--- src/rtl/ycbcr_to_rgb.sv ---
// ycbcr_to_rgb
// Four-stage pipelined converter from 8-bit studio-range YCbCr to 8-bit
// full-range RGB. It uses the inverse of the forward path's BT.709-style
// coefficients. The valid and sync strobes ride a matched 4-deep delay line,
// so the timing outputs stay aligned with the pixel they belong to.
//
// Ports
//   clk                       rising-edge clock for all logic
//   rst                       synchronous active-high reset, clears everything
//   i_vld, i_hs, i_vs         input valid / horizontal sync / vertical sync
//   i_y_8b, i_cb_8b, i_cr_8b  input luma and chroma samples
//   o_vld, o_hs, o_vs         inputs delayed by exactly 4 cycles
//   o_r_8b, o_g_8b, o_b_8b    converted colour, valid only when o_vld = 1
//
// Coefficient parameters are x256 fixed point and unsigned.
module ycbcr_to_rgb #(
    parameter int K_Y   = 298,
    parameter int K_RCR = 459,
    parameter int K_GCB = 55,
    parameter int K_GCR = 136,
    parameter int K_BCB = 541
) (
    input  logic       clk,
    input  logic       rst,
    input  logic       i_vld,
    input  logic       i_hs,
    input  logic       i_vs,
    input  logic [7:0] i_y_8b,
    input  logic [7:0] i_cb_8b,
    input  logic [7:0] i_cr_8b,
    output logic       o_vld,
    output logic       o_hs,
    output logic       o_vs,
    output logic [7:0] o_r_8b,
    output logic [7:0] o_g_8b,
    output logic [7:0] o_b_8b
);

    // Coefficients are widened to the 20-bit datapath width. This keeps
    // every product and sum signed at full width, so no stage can wrap.
    localparam logic signed [19:0] KY   = 20'(K_Y);
    localparam logic signed [19:0] KRCR = 20'(K_RCR);
    localparam logic signed [19:0] KGCB = 20'(K_GCB);
    localparam logic signed [19:0] KGCR = 20'(K_GCR);
    localparam logic signed [19:0] KBCB = 20'(K_BCB);

    // Stage 1: offset-removed components
    logic signed [8:0]  yd, cbd, crd;
    // Stage 2: products
    logic signed [19:0] p_y, p_rcr, p_gcb, p_gcr, p_bcb;
    // Stage 3: rounded sums
    logic signed [19:0] s_r, s_g, s_b;
    // Strobe delay lines, bit 3 is the output tap
    logic [3:0]         vld_sr, hs_sr, vs_sr;

    // Divide by 256 with the arithmetic shift, then clamp. The sum is
    // non-negative by the time the upper bits are examined, so any set bit
    // in [18:16] means the shifted value exceeds 255.
    function automatic logic [7:0] clamp8(input logic signed [19:0] s);
        logic signed [19:0] v;
        v = s >>> 8;
        if (s[19])
            clamp8 = 8'd0;
        else if (|v[18:8])
            clamp8 = 8'd255;
        else
            clamp8 = v[7:0];
    endfunction

    // Stage 1: remove the studio-range offsets.
    always_ff @(posedge clk) begin
        if (rst) begin
            yd  <= '0;
            cbd <= '0;
            crd <= '0;
        end else begin
            yd  <= $signed({1'b0, i_y_8b})  - 9'sd16;
            cbd <= $signed({1'b0, i_cb_8b}) - 9'sd128;
            crd <= $signed({1'b0, i_cr_8b}) - 9'sd128;
        end
    end

    // Stage 2: the five coefficient products.
    always_ff @(posedge clk) begin
        if (rst) begin
            p_y   <= '0;
            p_rcr <= '0;
            p_gcb <= '0;
            p_gcr <= '0;
            p_bcb <= '0;
        end else begin
            p_y   <= KY   * 20'(yd);
            p_rcr <= KRCR * 20'(crd);
            p_gcb <= KGCB * 20'(cbd);
            p_gcr <= KGCR * 20'(crd);
            p_bcb <= KBCB * 20'(cbd);
        end
    end

    // Stage 3: channel sums. The +128 term turns the later shift into
    // round-half-up.
    always_ff @(posedge clk) begin
        if (rst) begin
            s_r <= '0;
            s_g <= '0;
            s_b <= '0;
        end else begin
            s_r <= p_y + p_rcr + 20'sd128;
            s_g <= p_y - p_gcb - p_gcr + 20'sd128;
            s_b <= p_y + p_bcb + 20'sd128;
        end
    end

    // Stage 4: scale and clamp into the output registers.
    always_ff @(posedge clk) begin
        if (rst) begin
            o_r_8b <= '0;
            o_g_8b <= '0;
            o_b_8b <= '0;
        end else begin
            o_r_8b <= clamp8(s_r);
            o_g_8b <= clamp8(s_g);
            o_b_8b <= clamp8(s_b);
        end
    end

    // Strobe delay lines. They match the four data stages so sync edges
    // stay locked to their pixel.
    always_ff @(posedge clk) begin
        if (rst) begin
            vld_sr <= '0;
            hs_sr  <= '0;
            vs_sr  <= '0;
        end else begin
            vld_sr <= {vld_sr[2:0], i_vld};
            hs_sr  <= {hs_sr[2:0],  i_hs};
            vs_sr  <= {vs_sr[2:0],  i_vs};
        end
    end

    assign o_vld = vld_sr[3];
    assign o_hs  = hs_sr[3];
    assign o_vs  = vs_sr[3];

endmodule

--- config.mk ---
export PLATFORM = sky130hd
export DESIGN_NAME = ycbcr_to_rgb
export DESIGN_NICKNAME = d
export VERILOG_FILES = /design/src/rtl/ycbcr_to_rgb.sv
export SDC_FILE = /design/constraint.sdc
export NUM_CORES = 1
export LEC_CHECK = 0
export CAP_MARGIN = 15
export CORE_MARGIN = 5
export CORE_UTILIZATION = 63
export CTS_CLUSTER_SIZE = 30
export DETAILED_ROUTE_END_ITERATION = 10
export HOLD_SLACK_MARGIN = 0.03
export PLACE_DENSITY = 0.8
export SLEW_MARGIN = 10
export SYNTH_ARGS = -nofsm -noshare
export SYNTH_HDL_FRONTEND = slang
export SYNTH_SLANG_ARGS = --single-unit
--- constraint.sdc ---
create_clock -name clk -period 5.5 [get_ports clk]
set_input_delay 1.1 -clock clk [delete_from_list [all_inputs] [get_ports clk]]
set_output_delay 1.1 -clock clk [all_outputs]
set_load 0.1 [all_outputs]
==> impl_metrics.csv <==
group,metric,value,unit
floorplan,rows,54,
synthesis,ys_seq_area_share,26.4,%
placement,place_inst,1717,
drt,routedWlPerCell,15.5,µm
run,drv_cap,0,
floorplan,die_h,158,µm
synthesis,netlist_area,0.0139,mm²
timing,final-hold-violation-count,0,
setup_path,crit_path_top_delay_cell,"fa_1",
synthesis,synth_compound_area_share,10.9,%
final_layout,finalNonFillerCells,1749,
synthesis,yosysMostFrequentCell,"ha_1",
drt,finalWirelength,27100,µm
timing,finClkSkew,0.0110,ns
setup_path,ff2ff_path_depth,17,
timing,fmax,213,MHz
clock_tree,cts_repair_resize_count,0,
setup_path,crit_start,"cbd[3]$_SDFF_PP0_",
final_layout,fillCellCount,1603,
setup_path,crit_type,"reg -> reg",
final_layout,syn_to_final_growth,10.7,%
drt,wl_met2,12600,µm
global_route,grt_pass1_wl,45200,µm
timing,period_share,85.2,%
synthesis,syn_inst,1402,
setup_path,rrSetupSlack,0.82,ns
setup_path,path_cells,"inv_1, fa_1, inv_1, ha_1, inv_1, fa_1, inv_1, fa_1, ha_1, fa_1, a21o_1, a21oi_1, o21bai_1, a21oi_1, o21ai_0, xnor2_1, nor2_1",
synthesis,synth_top_family_by_area,"adder cells",
timing,rsz0062_at_grt,"false",
synthesis,yosys.area_share.simple,10.4,%
pwr,power_density,396,mW/mm²
setup_path,endpoint,"p_bcb[14]$_SDFF_PP0_",
synthesis,yosys_warnings,0,
clock_tree,clk_latency,0.43,ns
pwr,ir_worst_vdd,0.255,mV
synthesis,synthArstFlopShare,0,%
setup_path,r2r_start,"cbd[3]$_SDFF_PP0_",
synthesis,yosys_register_bits,183,
drt,viasPerCell,5.41,
placement,gp_congestion,0.861,
floorplan,io_pins,56,
clock_tree,ctsLongestPathBuffers,2,
synthesis,ys_types,56,
timing,tightest_slew,0.972,ns
synthesis,synth_edf_count,0,
clock_tree,cts_tree,"yes",
final_layout,antenna_cells,0,
placement,hpwl,21800,µm
timing,hold_ws,0.434,ns
drt,maxUsedRoutingLayer,"met4",
global_route,grt_pass1_vias,9479,
floorplan,dieArea,0.0251,mm²
setup_path,cp.depth,17,
hold_path,hold_class,"reg -> reg",
placement,dp_slack,0.813,ns
synthesis,yosys-mux-area-fraction,0.559,%
synthesis,synthTopCellsByArea,"ha_1 29%, dfxtp_1 26%, fa_1 12%",
synthesis,yosys.area.top_type_share,28.5,%
setup_path,cp_slowest_stage_delay,0.54,ns
setup_path,worstSetupEndpointType,"flip-flop",
drt,wl_met3,1170,µm
final_layout,drive_above_1_share,3.61,%
setup_path,start_kind,"flip-flop",
outcome,status,"completed",
drt,via_count,9468,
drt,drtPass1Iterations,5,
synthesis,avgSynthCellArea,9.89,µm²
drt,drc_errors,0,
setup_path,path_delay_family,"adder cells",
floorplan,core,0.0218,mm²
timing,fin_ws,0.816,ns
drt,drtIter0Drc,360,
drt,antenna_left,0,
clock_tree,cts.sinks,183,
global_route,grt_usage,22.6,%
timing,final-max-slew-violation-count,0,
clock_tree,clk_pin_slew,0.07,ns
clock_tree,postCtsSetupBuffers,0,
clock_tree,cts_max_level,4,
synthesis,synth_nets,1830,
global_route,gr-total-overflow,0,
synthesis,synth-xor-area-share,4.99,%
clock_tree,cts_buffers,17,
global_route,antenna_found_initial,0,
synthesis,synth_area_leader_cell,"ha_1",
floorplan,initial_utilization,63.8,%
floorplan,die_w,158,µm
final_layout,postLayoutCoreUtil,70.6,%
clock_tree,cts_hold_buffers,0,
setup_path,worst-path-max-fanout,8,
final_layout,finalNetCount,1884,
timing,maxSlewHeadroom,35.0,%
synthesis,ys_top_cells_by_count,"316 x ha_1, 209 x inv_1, 183 x dfxtp_1",
drt,drt-met1-wl,12700,µm
clock_tree,root_buffer,"clkbuf_16",
global_route,grt_max_degree,79,
setup_path,required,5.80,ns
placement,port_buffers,55,
setup_path,cp_num_buf_inv,4,
timing,setup_tns,0,ns
timing,finalSetupViolCount,0,
synthesis,synthAdderAreaFrac,40.5,%
synthesis,yosys_most_used_dff,"dfxtp_1",
setup_path,arrival,4.98,ns
setup_path,regToRegEndpoint,"p_bcb[14]$_SDFF_PP0_",
timing,fin_crit,4.68,ns
pwr,power_leakage,7.94,nW
==> final cells by class <==
class	count	area (µm²)	share of cell area, %
Multi-Input combinational cell	987	9340	60.8
Sequential cell	183	3660	23.9
Inverter	209	785	5.11
Timing Repair Buffer	58	571	3.71
Clock buffer	17	425	2.77
Tap cell	280	350	2.28
Clock inverter	15	229	1.49
==> placed cells by master (no fill, tap or decap), types with 7 or more instances in the layout <==
| master | n |
|---|---|
| a211oi_1 | 11 |
| a21o_1 | 34 |
| a21oi_1 | 52 |
| and3_1 | 9 |
| clkbuf_16 | 17 |
| clkdlybuf4s50_1 | 54 |
| dfxtp_1 | 183 |
| fa_1 | 83 |
| ha_1 | 316 |
| inv_1 | 209 |
| nand2_1 | 27 |
| nand3_1 | 14 |
| nor2_1 | 116 |
| nor2b_1 | 66 |
| nor3_1 | 18 |
| o21a_1 | 42 |
| o21ai_0 | 25 |
| o21bai_1 | 7 |
| or4_1 | 7 |
| xnor2_1 | 51 |
| xor2_1 | 28 |
==> power by group <==
part	internal [mW]	total, mW	switching (mW)
Clock	0.782	1.35	0.565
Sequential	1.59	1.71	0.123
Combinational	1.23	3.03	1.80
Total	3.60	6.08	2.49
==> metal layers <==
metal | track usage (%) | up-vias
met2 | 37.5 | 188
met4 | 7.15 | 0
met1 | 30.3 | 4430
li1 | - | 4808
met3 | 3.67 | 42
met5 | 0 | -
==> stage by stage <==
step / power, mW / instance area, µm²
6_report: 6.08 / 15400
5_1_grt: 6.55 / 15400
4_1_cts: 6.09 / 15400
3_5_place_dp: 4.71 / 14700
3_3_place_gp: 4.63 / 14700
2_1_floorplan: 4.07 / 13900
==> sequential cells by signal, summed over array words and instances (netlist names), 9 cells and up <==
| name | count |
|---|---|
| p_y | 18 |
| s_g | 12 |
| p_rcr | 19 |
| p_gcr | 14 |
| s_b | 12 |
| p_bcb | 19 |
| s_r | 12 |
| p_gcb | 16 |
| yd | 9 |
==> how the worst min path moves through the flow <==
stage | startpoint | to | slack, ns | cells after the start
floorplan | hs_sr[0]$_SDFF_PP0_ | hs_sr[1]$_SDFF_PP0_ | 0.41 | 1
global route | hs_sr[0]$_SDFF_PP0_ | hs_sr[1]$_SDFF_PP0_ | 0.45 | 1
detailed placement | s_r[13]$_SDFF_PP0_ | o_r_8b[5]$_SDFF_PP0_ | 0.42 | 1
CTS | vld_sr[2]$_SDFF_PP0_ | vld_sr[3]$_SDFF_PP0_ | 0.44 | 1
global placement | vs_sr[0]$_SDFF_PP0_ | vs_sr[1]$_SDFF_PP0_ | 0.42 | 1
finish | vld_sr[2]$_SDFF_PP0_ | vld_sr[3]$_SDFF_PP0_ | 0.43 | 1
==> kinds of logic after synthesis <==
kind of cell | after synthesis
DFF | 183
AOI/OAI and AO/OA | 214
buffers and inverters | 232
and+or+nand+nor | 288
adders and majority gates | 399
xor gates and xnor gates | 79
muxes | 7
No activity file was read; power rests on OpenSTA's default activity.
